### src/rtl/cordic_sched_pkg.sv
// Shared constants for the CORDIC scheduler: core opcodes, default sizing and FSM state type.
package cordic_sched_pkg;

    localparam logic [1:0] OP_P2R   = 2'd0;
    localparam logic [1:0] OP_R2P   = 2'd1;
    localparam logic [1:0] OP_SLAVE = 2'd3;

    localparam int DEF_WIDTH = 19;

    // Core stage count is WIDTH+3 (one rotation per bit plus pre/post stages).
    function automatic int cordic_lat(input int width);
        return width + 3;
    endfunction

    localparam int DEF_LAT = cordic_lat(DEF_WIDTH);

    typedef enum logic {
        ST_ARB  = 1'b0,
        ST_LOCK = 1'b1
    } sched_state_e;

endpackage

### src/rtl/cordic_sched_if.sv
// Requester, core and result bundle of the CORDIC scheduler; slave = scheduler side.
interface cordic_sched_if #(
    parameter int NREQ  = 4,
    parameter int WIDTH = 19
);
    logic [NREQ-1:0]            req;
    logic [NREQ-1:0]            req_pair;
    logic [2*NREQ-1:0]          req_op;
    logic [WIDTH*NREQ-1:0]      req_x;
    logic [WIDTH*NREQ-1:0]      req_y;
    logic [(WIDTH+1)*NREQ-1:0]  req_ph;
    logic [NREQ-1:0]            gnt;
    logic [1:0]                 cor_op;
    logic [WIDTH-1:0]           cor_x;
    logic [WIDTH-1:0]           cor_y;
    logic [WIDTH:0]             cor_ph;
    logic [WIDTH-1:0]           cor_xo;
    logic [WIDTH-1:0]           cor_yo;
    logic [WIDTH:0]             cor_pho;
    logic [NREQ-1:0]            res_valid;
    logic [WIDTH-1:0]           res_x;
    logic [WIDTH-1:0]           res_y;
    logic [WIDTH:0]             res_ph;
    logic                       pair_err;

    modport slave (
        input  req, req_pair, req_op, req_x, req_y, req_ph, cor_xo, cor_yo, cor_pho,
        output gnt, cor_op, cor_x, cor_y, cor_ph, res_valid, res_x, res_y, res_ph, pair_err
    );

    modport master (
        output req, req_pair, req_op, req_x, req_y, req_ph, cor_xo, cor_yo, cor_pho,
        input  gnt, cor_op, cor_x, cor_y, cor_ph, res_valid, res_x, res_y, res_ph, pair_err
    );
endinterface

### src/rtl/cordic_sched_rr_arb.sv
// Round-robin arbiter with a lock override that pins the grant to one owner.
module rr_arb #(
    parameter int NREQ = 4,
    parameter int IDW  = 2
) (
    input  logic            clk,
    input  logic            rst,
    input  logic [NREQ-1:0] req_i,
    input  logic            lock_i,
    input  logic [IDW-1:0]  lock_id_i,
    output logic [NREQ-1:0] gnt_o,
    output logic [IDW-1:0]  gnt_id_o,
    output logic            gnt_vld_o
);

    logic [IDW-1:0] ptr_q, ptr_d;
    logic [IDW:0]   sum;
    logic [IDW:0]   nxt;

    always_comb begin
        gnt_o     = '0;
        gnt_id_o  = '0;
        gnt_vld_o = 1'b0;
        ptr_d     = ptr_q;
        sum       = '0;
        nxt       = '0;
        if (!rst) begin
            if (lock_i) begin
                if (req_i[lock_id_i]) begin
                    gnt_id_o  = lock_id_i;
                    gnt_vld_o = 1'b1;
                end
            end else begin
                // Scan from farthest to nearest so the requester closest to the pointer wins.
                for (int k = NREQ - 1; k >= 0; k--) begin
                    sum = {1'b0, ptr_q} + (IDW+1)'(k);
                    if (sum >= (IDW+1)'(NREQ)) sum = sum - (IDW+1)'(NREQ);
                    if (req_i[sum[IDW-1:0]]) begin
                        gnt_id_o  = sum[IDW-1:0];
                        gnt_vld_o = 1'b1;
                    end
                end
                if (gnt_vld_o) begin
                    nxt   = {1'b0, gnt_id_o} + (IDW+1)'(1);
                    ptr_d = (nxt == (IDW+1)'(NREQ)) ? '0 : nxt[IDW-1:0];
                end
            end
            if (gnt_vld_o) gnt_o[gnt_id_o] = 1'b1;
        end
    end

    always_ff @(posedge clk) begin
        if (rst) ptr_q <= '0;
        else     ptr_q <= ptr_d;
    end

endmodule

### src/rtl/cordic_sched.sv
// Shares one pipelined CORDIC core among NREQ requesters; results return via a tag delay line.
//   state   | meaning
//   ST_ARB  | round-robin arbitration among all requesters
//   ST_LOCK | slave beat reserved for the master granted in the previous cycle
module cordic_sched
    import cordic_sched_pkg::*;
#(
    parameter int NREQ  = 4,
    parameter int IDW   = 2,
    parameter int WIDTH = DEF_WIDTH,
    parameter int LAT   = DEF_LAT
) (
    input logic           clk,
    input logic           rst,
    cordic_sched_if.slave bus
);

    sched_state_e     state_q;
    logic [IDW-1:0]   lock_id_q;
    logic             pair_err_q;
    logic [1:0]       cor_op_q;
    logic [WIDTH-1:0] cor_x_q, cor_y_q;
    logic [WIDTH:0]   cor_ph_q;
    logic [LAT:0]     tag_vld_q;
    logic [IDW-1:0]   tag_id_q [LAT+1];
    logic [NREQ-1:0]  res_valid_q;
    logic [WIDTH-1:0] res_x_q, res_y_q;
    logic [WIDTH:0]   res_ph_q;

    logic [NREQ-1:0]  gnt;
    logic [IDW-1:0]   gnt_id;
    logic             gnt_vld;
    logic [1:0]       sel_op;
    logic [WIDTH-1:0] sel_x, sel_y;
    logic [WIDTH:0]   sel_ph;
    logic             sel_pair;

    rr_arb #(.NREQ(NREQ), .IDW(IDW)) u_arb (
        .clk       (clk),
        .rst       (rst),
        .req_i     (bus.req),
        .lock_i    (state_q == ST_LOCK),
        .lock_id_i (lock_id_q),
        .gnt_o     (gnt),
        .gnt_id_o  (gnt_id),
        .gnt_vld_o (gnt_vld)
    );

    always_comb begin
        sel_op   = '0;
        sel_x    = '0;
        sel_y    = '0;
        sel_ph   = '0;
        sel_pair = 1'b0;
        for (int i = 0; i < NREQ; i++) begin
            if (gnt_id == IDW'(i)) begin
                sel_op   = bus.req_op[2*i +: 2];
                sel_x    = bus.req_x[WIDTH*i +: WIDTH];
                sel_y    = bus.req_y[WIDTH*i +: WIDTH];
                sel_ph   = bus.req_ph[(WIDTH+1)*i +: (WIDTH+1)];
                sel_pair = bus.req_pair[i];
            end
        end
    end

    always_ff @(posedge clk) begin
        if (rst) begin
            state_q     <= ST_ARB;
            lock_id_q   <= '0;
            pair_err_q  <= 1'b0;
            cor_op_q    <= OP_P2R;
            cor_x_q     <= '0;
            cor_y_q     <= '0;
            cor_ph_q    <= '0;
            tag_vld_q   <= '0;
            for (int k = 0; k <= LAT; k++) tag_id_q[k] <= '0;
            res_valid_q <= '0;
            res_x_q     <= '0;
            res_y_q     <= '0;
            res_ph_q    <= '0;
        end else begin
            // Tag tail lines up with the core output of the same operation.
            tag_vld_q   <= {tag_vld_q[LAT-1:0], gnt_vld};
            tag_id_q[0] <= gnt_id;
            for (int k = 1; k <= LAT; k++) tag_id_q[k] <= tag_id_q[k-1];

            if (gnt_vld) begin
                cor_op_q <= (state_q == ST_LOCK) ? OP_SLAVE : sel_op;
                cor_x_q  <= sel_x;
                cor_y_q  <= sel_y;
                cor_ph_q <= sel_ph;
            end else begin
                cor_op_q <= OP_P2R;
                cor_x_q  <= '0;
                cor_y_q  <= '0;
                cor_ph_q <= '0;
            end

            case (state_q)
                ST_ARB: begin
                    if (gnt_vld && sel_pair) begin
                        state_q   <= ST_LOCK;
                        lock_id_q <= gnt_id;
                    end
                end
                ST_LOCK: begin
                    state_q <= ST_ARB;
                    if (!gnt_vld) pair_err_q <= 1'b1;
                end
                default: state_q <= ST_ARB;
            endcase

            res_valid_q <= '0;
            if (tag_vld_q[LAT]) begin
                res_valid_q[tag_id_q[LAT]] <= 1'b1;
                res_x_q  <= bus.cor_xo;
                res_y_q  <= bus.cor_yo;
                res_ph_q <= bus.cor_pho;
            end
        end
    end

    assign bus.gnt       = gnt;
    assign bus.cor_op    = cor_op_q;
    assign bus.cor_x     = cor_x_q;
    assign bus.cor_y     = cor_y_q;
    assign bus.cor_ph    = cor_ph_q;
    assign bus.res_valid = res_valid_q;
    assign bus.res_x     = res_x_q;
    assign bus.res_y     = res_y_q;
    assign bus.res_ph    = res_ph_q;
    assign bus.pair_err  = pair_err_q;

endmodule
### src/flat_wrapper.sv
// flat-port wrapper written by rule: the top's interface ports become plain ports
module cordic_sched_flat import cordic_sched_pkg::*;
#(
    parameter int NREQ  = 4,
    parameter int IDW   = 2,
    parameter int WIDTH = DEF_WIDTH,
    parameter int LAT   = DEF_LAT
)
  (clk, rst, bus_req, bus_req_pair, bus_req_op, bus_req_x, bus_req_y, bus_req_ph, bus_cor_xo, bus_cor_yo, bus_cor_pho, bus_gnt, bus_cor_op, bus_cor_x, bus_cor_y, bus_cor_ph, bus_res_valid, bus_res_x, bus_res_y, bus_res_ph, bus_pair_err);
  cordic_sched_if #(.NREQ(NREQ), .WIDTH(WIDTH)) bus_i ();
  input logic clk;
  input logic rst;
  input wire logic [$bits(bus_i.req)-1:0] bus_req;
  input wire logic [$bits(bus_i.req_pair)-1:0] bus_req_pair;
  input wire logic [$bits(bus_i.req_op)-1:0] bus_req_op;
  input wire logic [$bits(bus_i.req_x)-1:0] bus_req_x;
  input wire logic [$bits(bus_i.req_y)-1:0] bus_req_y;
  input wire logic [$bits(bus_i.req_ph)-1:0] bus_req_ph;
  input wire logic [$bits(bus_i.cor_xo)-1:0] bus_cor_xo;
  input wire logic [$bits(bus_i.cor_yo)-1:0] bus_cor_yo;
  input wire logic [$bits(bus_i.cor_pho)-1:0] bus_cor_pho;
  output wire logic [$bits(bus_i.gnt)-1:0] bus_gnt;
  output wire logic [$bits(bus_i.cor_op)-1:0] bus_cor_op;
  output wire logic [$bits(bus_i.cor_x)-1:0] bus_cor_x;
  output wire logic [$bits(bus_i.cor_y)-1:0] bus_cor_y;
  output wire logic [$bits(bus_i.cor_ph)-1:0] bus_cor_ph;
  output wire logic [$bits(bus_i.res_valid)-1:0] bus_res_valid;
  output wire logic [$bits(bus_i.res_x)-1:0] bus_res_x;
  output wire logic [$bits(bus_i.res_y)-1:0] bus_res_y;
  output wire logic [$bits(bus_i.res_ph)-1:0] bus_res_ph;
  output wire logic [$bits(bus_i.pair_err)-1:0] bus_pair_err;
  assign bus_i.req = bus_req;
  assign bus_i.req_pair = bus_req_pair;
  assign bus_i.req_op = bus_req_op;
  assign bus_i.req_x = bus_req_x;
  assign bus_i.req_y = bus_req_y;
  assign bus_i.req_ph = bus_req_ph;
  assign bus_i.cor_xo = bus_cor_xo;
  assign bus_i.cor_yo = bus_cor_yo;
  assign bus_i.cor_pho = bus_cor_pho;
  assign bus_gnt = bus_i.gnt;
  assign bus_cor_op = bus_i.cor_op;
  assign bus_cor_x = bus_i.cor_x;
  assign bus_cor_y = bus_i.cor_y;
  assign bus_cor_ph = bus_i.cor_ph;
  assign bus_res_valid = bus_i.res_valid;
  assign bus_res_x = bus_i.res_x;
  assign bus_res_y = bus_i.res_y;
  assign bus_res_ph = bus_i.res_ph;
  assign bus_pair_err = bus_i.pair_err;
  cordic_sched #(.NREQ(NREQ), .IDW(IDW), .WIDTH(WIDTH), .LAT(LAT)) u_core (.clk(clk), .rst(rst), .bus(bus_i));
endmodule
### config.mk
export PLATFORM = sky130hd
export DESIGN_NAME = cordic_sched_flat
export DESIGN_NICKNAME = d
export VERILOG_FILES = /design/src/rtl/cordic_sched_pkg.sv /design/src/rtl/cordic_sched_if.sv /design/src/rtl/cordic_sched_rr_arb.sv /design/src/rtl/cordic_sched.sv /design/src/flat_wrapper.sv
export SDC_FILE = /design/constraint.sdc
export NUM_CORES = 1
export LEC_CHECK = 0
export CELL_PAD_IN_SITES_DETAIL_PLACEMENT = 0
export CELL_PAD_IN_SITES_GLOBAL_PLACEMENT = 1
export CORE_ASPECT_RATIO = 0.75
export CORE_UTILIZATION = 27
export DETAILED_ROUTE_END_ITERATION = 8
export PLACE_DENSITY = 0.79
export SLEW_MARGIN = 20
export SYNTH_ARGS = -nofsm -noshare
export SYNTH_HDL_FRONTEND = slang
export SYNTH_SLANG_ARGS = --single-unit
### constraint.sdc
create_clock -name clk -period 2.5 [get_ports clk]
set_input_delay 0.25 -clock clk [delete_from_list [all_inputs] [get_ports clk]]
set_output_delay 0.25 -clock clk [all_outputs]
set_load 0.01 [all_outputs]
==> metrics.txt, run 1 <==
outcome finished clean; Reg2Reg Depth 11; worst reg2reg path startpoint u_core.lock_id_q[0]$_SDFFE_PP0P_; Clock Latency Late Sink 0.44 ns; Final Wtd Congestion 0.804; placed insts 1465; Mapped Area 0.00716 mm2; Setup Crit Path Kind register to output port; Avg Cell Area, Syn 10.2 um2; clock skew 0.0159 ns; DIE AREA 0.0272 mm2; clock buffer depth 2; Slew @ Worst Pin 0.755 ns; overall routing resource usage 20.8%; final hold slack 0.0866 ns; initial antenna violation count 5; Final Non-Filler Cells 1498; Synth area leaders dfxtp_1 55%, o22ai_1 10%, mux2i_1 8.2%, nor2b_1 6.4%, a211oi_1 6.1%; IO buf count 434; synthesis-to-finish area growth 77.7%; Initial Util 27.5%; Layout Nets 1450; Vias 7041; WP data arrival 2.14 ns; first-pass GRT wire length 41400 um; Final Power 8.70 mW; Cells after Synth 699; Pwr per Cell Area 683 mW/mm2; Row Count 51; Final min period 2.39 ns; Sink Count 197; Remaining Overflow, GRT 0; relative slew slack 49.7%; per-cell routed wire length 19.7 um; Net Count, Synth 1007; Slew Limit Fails 0; DP Wirelength 22700 um; CTS clock-pin slew for the worst setup and hold paths 0.08 ns; Synth top area share 55.1%; setup violators final 0; Synth area leader dfxtp_1; I/O pin cnt 435; setup slack after layout 0.113 ns; drt pass-1 iters 5; fin crit share 95.5%; DRT antenna net count 0; reg2reg end u_core.bus.cor_ph[15]$_SDFF_PP0_; unrepaired setup endpoints after global routing false; layout cells sized above 1 9.53%; n_diodes 0; Synth warnings 0; Root Buffer clkbuf_16; Die Wd 190 um; P_leak 4.62 nW; number of flops mapped to enable cells by yosys 0; Seq cells post-synth 197; max-cap violations 0; largest net degree at the start of global routing 135; Post-Place Setup Slack -0.270 ns; Tightest Hold Check Type input pin to register; vias in the first global route 6567; critical path endpoint category output port; final hold violations 0; initial DRC count 383; hold depth 2; Die Y 143 um; min-delay src rst; ys async rst share 0%; Crit Path Max Fanout 5; WL final 29500 um; CTS buffer count 17; Core Region 0.0260 mm2; Setup crit start kind register; vias per inst 4.70; post-synthesis sequential area ratio 55.1%; # DRC 0; H-tree Lvls 4; required time of the worst setup path 2.25 ns; Max Fclk 0.419 GHz; Netlist cell types 38; Hold EP u_core.u_arb.ptr_q[1]$_SDFFE_PP0P_; Peak VDD IR 0.466 mV; Primary FF master, synth dfxtp_1; reg2reg setup slack 0.16 ns; CTS tree built
==> metal layers <==
metal / wire [um] / GRT usage, %
met1: 13300 / 28.0
met2: 12900 / 30.1
met3: 2950 / 8.33
met4: 395 / 6.37
met5: 19 / 0
==> placed cells by master (no fill, tap or decap), types with 3 or more instances in the layout <==
| cell | instances |
|---|---|
| a211oi_1 | 58 |
| a21oi_1 | 7 |
| buf_12 | 9 |
| buf_4 | 43 |
| clkbuf_16 | 17 |
| clkdlybuf4s50_1 | 427 |
| clkinv_2 | 3 |
| clkinv_4 | 3 |
| dfxtp_1 | 191 |
| dfxtp_2 | 4 |
| dlygate4sd2_1 | 3 |
| inv_1 | 6 |
| inv_8 | 4 |
| mux2_2 | 4 |
| mux2i_1 | 59 |
| nand2_1 | 9 |
| nand2b_1 | 3 |
| nor2_1 | 70 |
| nor2b_1 | 73 |
| o21ai_0 | 5 |
| o22ai_1 | 116 |
==> report_power, final <==
group / switching (mW) / internal [mW]
Clock: 1.29 / 1.40
Sequential: 0.0983 / 3.37
Combinational: 1.15 / 1.38
Total: 2.54 / 6.16
==> synthesized netlist by cell type, types with 2 or more instances <==
cell type / count
a31oi_1: 2
inv_1: 7
a21oi_1: 8
buf_1: 4
a21o_1: 3
nor3_1: 3
mux2i_1: 59
nand2_1: 9
buf_4: 6
o21ai_0: 5
nor2_1: 70
a211oi_1: 58
nand2_2: 2
buf_2: 20
mux2_2: 4
buf_6: 2
o22ai_1: 116
nor2b_1: 73
nand2b_1: 3
clkbuf_1: 29
o21ai_1: 2
dfxtp_1: 197
a211oi_2: 2
==> sequential cells by signal, summed over array words and instances, names as in the netlist, 2 cells and up <==
register and count:
u_core.tag_id_q 46, u_core.tag_vld_q 23, u_core.bus.cor_ph 20, u_core.bus.res_ph 20, u_core.bus.cor_x 19, u_core.bus.cor_y 19
u_core.bus.res_x 19, u_core.bus.res_y 19, u_core.bus.res_valid 4, u_core.bus.cor_op 2, u_core.lock_id_q 2, u_core.u_arb.ptr_q 2
==> timing repair <==
action,CTS,global route
pin swaps,0,0
buffers inserted,2,0
endpoints found under the setup margin,4,2
gates resized for setup,10,7
hold buffers,0,0
==> per-stage QoR <==
stage	utilization (%)	TNS, ns	cell area [um2]
2_1_floorplan	-	0	7160
3_5_place_dp	46.6	-5.04	12100
6_report	48.9	0	12700
4_1_cts	48.9	0	12700
5_1_grt	48.9	0	12700
3_3_place_gp	46.6	-4.57	12100
==> final cells by class <==
class	count	area, um2
Multi-Input combinational cell	434	2920
Tap cell	344	430
Timing Repair Buffer	485	4830
Inverter	7	26.3
Clock inverter	14	141
Fill cell	2427	13300
Clock buffer	17	425
Sequential cell	197	3960
==> worst max-delay path, stage by stage (launching register included) <==
cell	delay [ns]
dfxtp_2	0.36
mux2_2	0.33
nand3_1	0.16
o311a_4	0.23
buf_4	0.13
buf_4	0.11
nor3_2	0.04
buf_4	0.17
buf_4	0.16
==> cells by family (layout without fill, tap and decap cells) <==
group | after synthesis | after routing | synth area share, %
AND/OR/NAND/NOR | 167 | 167 | 12.0
buffers and inverters | 68 | 523 | 4.44
multiplexers | 64 | 64 | 9.03
AO/OA/AOI/OAI | 203 | 203 | 19.5
flip-flops | 197 | 197 | 55.1
==> how the worst max path moves through the flow <==
stage                                             startpoint                               end  slack, ns  depth (start not counted)
final                       u_core.lock_id_q[1]$_SDFFE_PP0P_                        bus_gnt[1]       0.11                          8
after floorplan             u_core.lock_id_q[0]$_SDFFE_PP0P_                        bus_gnt[2]       0.60                          8
after CTS                 u_core.u_arb.ptr_q[1]$_SDFFE_PP0P_                        bus_gnt[1]       0.01                          8
after global placement                            bus_req[0]  u_core.bus.cor_ph[15]$_SDFF_PP0_      -0.28                         11
after global routing        u_core.lock_id_q[1]$_SDFFE_PP0P_                        bus_gnt[1]      0.008                          8
after detailed placement                          bus_req[0]  u_core.bus.cor_ph[15]$_SDFF_PP0_      -0.27                         11
No activity file was read; power rests on OpenSTA's default activity.
==> run 2: changes to the inputs <==
--- a/config.mk
+++ b/config.mk
@@ -8,9 +8,10 @@
 export CELL_PAD_IN_SITES_DETAIL_PLACEMENT = 0
 export CELL_PAD_IN_SITES_GLOBAL_PLACEMENT = 1
 export CORE_ASPECT_RATIO = 0.75
+export CORE_MARGIN = 1
 export CORE_UTILIZATION = 27
 export DETAILED_ROUTE_END_ITERATION = 8
-export PLACE_DENSITY = 0.79
+export PLACE_DENSITY = 0.9
 export SLEW_MARGIN = 20
 export SYNTH_ARGS = -nofsm -noshare
 export SYNTH_HDL_FRONTEND = slang
==> run 2 against run 1 <==
Net effect:
- hold slack better by 0.0093 ns
- flip-flop and latch count unchanged
- sequential share of layout area down 0.41 points
- global-route usage about the same
- final area up 1.2%
- first-iteration DRC count up 39%
- non-clock buffer count up 16
- die area unchanged
- via count up 2.3%
- clock-buffer cell count up 4
- total power up 4.1%
- largest power group unchanged
- highest routed layer unchanged
==> metrics.txt, run 2 (same netlist as run 1, synthesis figures left out) <==
required time of the worst setup path 2.25 ns (about the same); DRT antenna net count 0 (unchanged); Root Buffer clkbuf_16 (unchanged); Layout Nets 1466 (was 1450); max FFs per register 46 (unchanged); # DRC 0 (unchanged); Slew Limit Fails 0 (unchanged); Initial Util 27.5% (unchanged); synthesis-to-finish area growth 79.8% (was 77.7%); commonest cells after routing, fill and taps aside 429 x clkdlybuf4s50_1, 194 x dfxtp_1, 115 x o22ai_1, 73 x nor2b_1, 70 x nor2_1 (was 427 x clkdlybuf4s50_1, 191 x dfxtp_1, 116 x o22ai_1, 73 x nor2b_1, 70 x nor2_1); cell-by-cell trace of the critical path clkdlybuf4s50_1 -> buf_4 -> nor2b_1 -> o2111ai_2 -> buf_4 -> o311a_4 -> nand2_2 -> nor2_1 -> dlygate4sd2_1 (was mux2_2 -> nand3_1 -> o311a_4 -> buf_4 -> buf_4 -> nor3_2 -> buf_4 -> buf_4); CP startpoint bus_req[3] (was u_core.lock_id_q[1]$_SDFFE_PP0P_); critical path endpoint category output port (unchanged); initial DRC count 531 (was 383); Pwr per Cell Area 703 mW/mm2 (was 683 mW/mm2); final instance area 0.0129 mm2 (was 0.0127 mm2); Final Wtd Congestion 0.863 (was 0.804); final core occ 49.5% (was 48.9%); fin crit share 94.0% (was 95.5%); Peak VDD IR 0.433 mV (was 0.466 mV); first-pass GRT wire length 41300 um (was 41400 um); Setup crit end bus_gnt[2] (was bus_gnt[1]); Vias 7202 (was 7041); Post-Place Setup Slack -0.458 ns (was -0.270 ns); outcome finished clean (unchanged); I/O pin cnt 435 (unchanged); WL final 29600 um (was 29500 um); DIE AREA 0.0272 mm2 (unchanged); vias in the first global route 6949 (was 6567); initial antenna violation count 8 (was 5); Most common cell on crit path buf_4 (unchanged); Post-DP Area 0.0122 mm2 (was 0.0121 mm2); layout cells sized above 1 10.3% (was 9.53%); largest net degree at the start of global routing 85 (was 135); drt pass-1 iters 5 (unchanged); sequential share of power 38.3% (was 39.9%); Core Region 0.0260 mm2 (unchanged); WP data arrival 2.10 ns (was 2.14 ns); Top reg by flops u_core.tag_id_q (unchanged); P_leak 4.72 nW (was 4.62 nW); worst reg2reg path startpoint u_core.lock_id_q[1]$_SDFFE_PP0P_ (was u_core.lock_id_q[0]$_SDFFE_PP0P_); H-tree Lvls 4 (unchanged); Slew @ Worst Pin 0.839 ns (was 0.755 ns); register area 0.00395 mm2 (was 0.00396 mm2); clock buffer depth 2 (unchanged); Multi-input gate area 0.00293 mm2 (was 0.00292 mm2); most common cell after layout, fill and taps aside clkdlybuf4s50_1 (unchanged); switching part of the total 28.0% (was 29.2%); setup slack after layout 0.150 ns (was 0.113 ns); reg2reg end u_core.bus.cor_y[3]$_SDFF_PP0_ (was u_core.bus.cor_ph[15]$_SDFF_PP0_); Final min period 2.35 ns (was 2.39 ns); clock skew 0.0119 ns (was 0.0159 ns); CTS clock-pin slew for the worst setup and hold paths 0.07 ns (was 0.08 ns); clock share of power 32.9% (was 30.9%); per-cell routed wire length 19.5 um (was 19.7 um); net switching power figure 2.53 mW (was 2.54 mW); CTS tree built (unchanged); Gate power share 28.8% (was 29.2%); max incr delay on CP 0.46 ns (was 0.36 ns); final hold violations 0 (unchanged); relative slew slack 44.0% (was 49.7%); total negative slack 0 ns (unchanged); Row Count 51 (unchanged); Max Fclk 0.425 GHz (was 0.419 GHz); Crit Path Max Fanout 5 (unchanged); max-cap violations 0 (unchanged); slowest CP cell clkdlybuf4s50_1 (was dfxtp_2); Int Power 6.53 mW (was 6.16 mW); n_diodes 0 (unchanged); vias per inst 4.75 (was 4.70); largest registers u_core.tag_id_q (46), u_core.tag_vld_q (23) (unchanged); CTS buffer count 17 (unchanged); Reg2Reg Depth 10 (was 11); overall routing resource usage 20.8% (about the same); Die Wd 190 um (unchanged); Remaining Overflow, GRT 0 (unchanged); Die Y 143 um (unchanged); Tightest Hold Check Type input pin to register (unchanged); Sink Count 197 (unchanged); setup violators final 0 (unchanged); # fillers 2384 (was 2427); unrepaired setup endpoints after global routing false (unchanged); Setup crit start kind input pin (was register); Clock Latency Late Sink 0.42 ns (was 0.44 ns); IO buf count 434 (unchanged); final hold slack 0.0959 ns (was 0.0866 ns); DP Wirelength 23200 um (was 22700 um); reg2reg setup slack 0.22 ns (was 0.16 ns); Setup Crit Path Kind input pin to output port (was register to output port)
[run 2: cell count changes in the layout (fill, tap and decap cells not counted), sizes merged]
cell / change
buf: +15
bufinv: +3
clkbuf: +4
clkdlybuf4s50: +2
clkinv: -5
clkinvlp: -1
dlygate4sd2: -1
[run 2: how the worst min path moves through the flow]
stage | startpoint | end | slack (ns) | cells after the start
after global routing | rst | u_core.bus.pair_err$_SDFFE_PP0P_ | 0.08 | 2
after CTS | rst | u_core.bus.pair_err$_SDFFE_PP0P_ | 0.07 | 2
after detailed placement | u_core.tag_id_q[0][28]$_SDFF_PP0_ | u_core.tag_id_q[0][30]$_SDFF_PP0_ | 0.42 | 1
after floorplan | bus_cor_xo[0] | u_core.bus.res_x[0]$_SDFFE_PP0P_ | 0.40 | 2
after global placement | u_core.tag_id_q[0][0]$_SDFF_PP0_ | u_core.tag_id_q[0][2]$_SDFF_PP0_ | 0.42 | 1
final | rst | u_core.bus.pair_err$_SDFFE_PP0P_ | 0.1 | 2
[run 2: metrics by stage]
stage                     power [mW]  cells
after floorplan                 4.54    699
after global placement          6.07   1479
final                           9.06   1515
after detailed placement        6.09   1479
after CTS                       9.10   1513
after global routing            9.46   1515
[run 2: metal layers]
metal | GRT usage (%) | up-vias | share of wire (%)
met5 | 0 | - | 0.15
met4 | 5.22 | 8 | 1.6
met3 | 12.8 | 49 | 15
met2 | 31.0 | 392 | 43
met1 | 25.0 | 3302 | 40
li1 | - | 3451 | -
[run 2: critical path, delay by kind of cell]
kind	cells	cell delay [ns]
AO/OA/AOI/OAI	2	0.45
buffers and inverters	4	1.11
AND/OR/NAND/NOR	3	0.30
[run 2: power groups by stage]
stage                     clock network, mW  registers, mW  logic (mW)
final                                  2.98           3.47        2.61
after global routing                   3.20           3.49        2.76
after CTS                              3.06           3.47        2.58
after detailed placement                  0           3.53        2.55
after global placement                    0           3.54        2.53
after floorplan                           0           3.61       0.928
[run 2: final cells by class]
type                    count  area share, %
inverters                   7          0.204
multi-input cells         434           22.7
clock inverters            11           1.43
repair buffers            501           38.2
well taps                 344           3.34
clock buffers              21           3.50
flip-flops and latches    197           30.7
[run 2: timing repair]
item,CTS,global route
pin swaps,1,3
buffers inserted,2,2
endpoints found under the hold margin,0,0
setup endpoints to repair,4,3
gates resized for setup,7,5
hold buffers,0,0
==> run 3: changes to the inputs <==
--- a/config.mk
+++ b/config.mk
@@ -12,6 +12,7 @@
 export CORE_UTILIZATION = 27
 export DETAILED_ROUTE_END_ITERATION = 8
 export PLACE_DENSITY = 0.9
+export REMOVE_ABC_BUFFERS = 1
 export SLEW_MARGIN = 20
 export SYNTH_ARGS = -nofsm -noshare
 export SYNTH_HDL_FRONTEND = slang
==> run 3 against run 2 <==
Net effect:
- die area did not move
- combinational power fell by 4%
- sequential power barely moved
- cell count fell by 1.4%
- utilization fell by 0.49 points
- wire length fell by 7.0%
- clock power fell by 4%
- first-iteration DRC count fell by 19%
- clock-buffer cell count fell by 4
- worst setup slack got worse by 0.048 ns
- via count fell by 3.0%
- sequential share of layout area rose by 0.36 points
==> metrics.txt, run 3 (same netlist as run 1, synthesis figures left out) <==
outcome finished clean (unchanged); clock share of power 32.4% (was 32.9%); largest net degree at the start of global routing 105 (was 85); Slew Limit Fails 0 (unchanged); setup slack after layout 0.101 ns (was 0.150 ns); Final Non-Filler Cells 1494 (was 1515); Initial Util 27.5% (unchanged); sequential share of power 39.3% (was 38.3%); Vias 6988 (was 7202); Die Y 143 um (unchanged); switching part of the total 29.8% (was 28.0%); I/O pin cnt 435 (unchanged); slowest CP cell dfxtp_2 (was clkdlybuf4s50_1); unrepaired setup endpoints after global routing false (unchanged); relative slew slack 54.8% (was 44.0%); Routed met1 length 10900 um (was 12000 um); min-delay src rst (unchanged); Die Wd 190 um (unchanged); first-pass GRT wire length 39700 um (was 41300 um); cell family with the largest share of critical-path delay buffers and inverters (unchanged); reg2reg setup slack 0.17 ns (was 0.22 ns); vias in the first global route 6874 (was 6949); Final min period 2.40 ns (was 2.35 ns); max-cap violations 0 (unchanged); Top reg by flops u_core.tag_id_q (unchanged); DP Wirelength 20800 um (was 23200 um); n_diodes 0 (unchanged); Setup Crit Path Kind register to output port (was input pin to output port); Highest Signal Layer met4 (was met5); Post-Place Setup Slack -0.119 ns (was -0.458 ns); CTS clock-pin slew for the worst setup and hold paths 0.08 ns (was 0.07 ns); Sink Count 197 (unchanged); Reg2Reg Depth 10 (unchanged); drt pass-1 iters 5 (unchanged); crit path buf inv count 2 (was 4); largest registers u_core.tag_id_q (46), u_core.tag_vld_q (23) (unchanged); Root Buffer clkbuf_16 (unchanged); WL final 27500 um (was 29600 um); CTS tree built (unchanged); Row Count 51 (unchanged); fin crit share 96.0% (was 94.0%); vias per inst 4.68 (was 4.75); Tightest Hold Check Type input pin to register (unchanged); DRT antenna net count 0 (unchanged); max incr delay on CP 0.38 ns (was 0.46 ns); IO buf count 434 (unchanged); overall routing resource usage 19.5% (was 20.8%); clock buffer depth 2 (unchanged); P_leak 4.63 nW (was 4.72 nW); net switching power figure 2.63 mW (was 2.53 mW); WP data arrival 2.15 ns (was 2.10 ns); Final Power 8.82 mW (was 9.06 mW); Pwr per Cell Area 692 mW/mm2 (was 703 mW/mm2); per-cell routed wire length 18.4 um (was 19.5 um); Remaining Overflow, GRT 0 (unchanged); met3 wire length 3260 um (was 4300 um); WL met2 13100 um (was 12800 um); clock skew 0.0112 ns (was 0.0119 ns); final hold violations 0 (unchanged); critical path endpoint category output port (unchanged); synthesis-to-finish area growth 78.0% (was 79.8%); hold depth 2 (unchanged); Peak VDD IR 0.446 mV (was 0.433 mV); most common cell after layout, fill and taps aside clkdlybuf4s50_1 (unchanged); # DRC 0 (unchanged); cell-by-cell trace of the critical path mux2_2 -> nand3_1 -> o311ai_4 -> buf_4 -> nor3_1 -> dlygate4sd2_1 (was clkdlybuf4s50_1 -> buf_4 -> nor2b_1 -> o2111ai_2 -> buf_4 -> o311a_4 -> nand2_2 -> nor2_1 -> dlygate4sd2_1); Layout Nets 1445 (was 1466); setup violators final 0 (unchanged); Int Power 6.19 mW (was 6.53 mW); commonest cells after routing, fill and taps aside 427 x clkdlybuf4s50_1, 191 x dfxtp_1, 116 x o22ai_1, 73 x nor2b_1, 70 x nor2_1 (was 429 x clkdlybuf4s50_1, 194 x dfxtp_1, 115 x o22ai_1, 73 x nor2b_1, 70 x nor2_1); Gate power share 28.3% (was 28.8%); Setup crit start kind register (was input pin); register area 0.00396 mm2 (was 0.00395 mm2); placed insts 1456 (was 1479); Final Wtd Congestion 0.930 (was 0.863); Crit Path Max Fanout 5 (unchanged); Clock Latency Late Sink 0.43 ns (was 0.42 ns); worst reg2reg path startpoint u_core.lock_id_q[1]$_SDFFE_PP0P_ (unchanged); initial antenna violation count 0 (was 8); Core Region 0.0260 mm2 (unchanged); # fillers 2412 (was 2384); Hold EP u_core.tag_id_q[0][7]$_SDFF_PP0_ (was u_core.bus.pair_err$_SDFFE_PP0P_); max FFs per register 46 (unchanged); Slew @ Worst Pin 0.679 ns (was 0.839 ns); Multi-input gate area 0.00293 mm2 (about the same); Max Fclk 0.417 GHz (was 0.425 GHz); CTS buffer count 17 (unchanged); layout cells sized above 1 9.30% (was 10.3%); required time of the worst setup path 2.25 ns (about the same); H-tree Lvls 4 (unchanged); DIE AREA 0.0272 mm2 (unchanged); initial DRC count 432 (was 531); reg2reg end u_core.bus.cor_ph[14]$_SDFF_PP0_ (was u_core.bus.cor_y[3]$_SDFF_PP0_)
## run 3: final cells by class
| class | instances | area share [%] |
|---|---|---|
| repair buffers | 480 | 37.5 |
| multi-input cells | 434 | 23.0 |
| flip-flops and latches | 197 | 31.0 |
| clock inverters | 15 | 1.58 |
| clock buffers | 17 | 3.34 |
| well taps | 344 | 3.38 |
| inverters | 7 | 0.206 |
## run 3: how the worst max path moves through the flow
stage | from | end | cells past startpoint
2_1_floorplan | u_core.state_q$_SDFF_PP0_ | u_core.bus.cor_ph[0]$_SDFF_PP0_ | 5
5_1_grt | u_core.lock_id_q[1]$_SDFFE_PP0P_ | bus_gnt[0] | 6
6_report | u_core.lock_id_q[1]$_SDFFE_PP0P_ | bus_gnt[0] | 6
3_3_place_gp | bus_req[3] | bus_gnt[3] | 6
3_5_place_dp | bus_req[3] | bus_gnt[3] | 6
4_1_cts | u_core.u_arb.ptr_q[1]$_SDFFE_PP0P_ | bus_gnt[3] | 5
## run 3: through the flow
step	utilization (%)	hold WS, ns	cell area [um2]	setup TNS, ns
finish	49.0	0.141	12800	0
global route	49.0	0.124	12800	0
CTS	48.7	0.112	12700	-0.121
detailed placement	46.3	0.420	12000	-1.13
global placement	46.3	0.416	12000	-0.249
floorplan	-	0.322	6870	-22.51
## run 3: worst reg2reg max path: stages, from the launching register on
cell and delay [ns]:
dfxtp_2 0.38, mux2_2 0.35, nand3_1 0.16, o311ai_4 0.18, buf_4 0.19, buf_4 0.12
nand2_2 0.07, buf_12 0.18, buf_4 0.18, o22ai_1 0.08, a211oi_1 0.33
## run 3: per-layer routing
layer / global-route usage, % / vias up
met5: 0 / -
met2: 32.3 / 312
li1: - / 3414
met3: 9.27 / 22
met1: 22.7 / 3240
met4: 4.67 / 0
## run 3: what timing repair did
action / CTS / global route
hold endpoints to repair: 0 / 0
gates resized for setup: 8 / 10
hold buffers: 0 / 0
endpoints found under the setup margin: 4 / 1
setup buffers: 0 / 6
pin swaps: 0 / 2
## run 3: power by group through the flow
stage                     logic, mW  clock network [mW]  registers, mW
after detailed placement       2.44                   0           3.53
after global routing           2.65                3.09           3.49
after global placement         2.42                   0           3.53
after CTS                      2.45                2.95           3.46
final                          2.50                2.86           3.47
after floorplan               0.792                   0           3.62
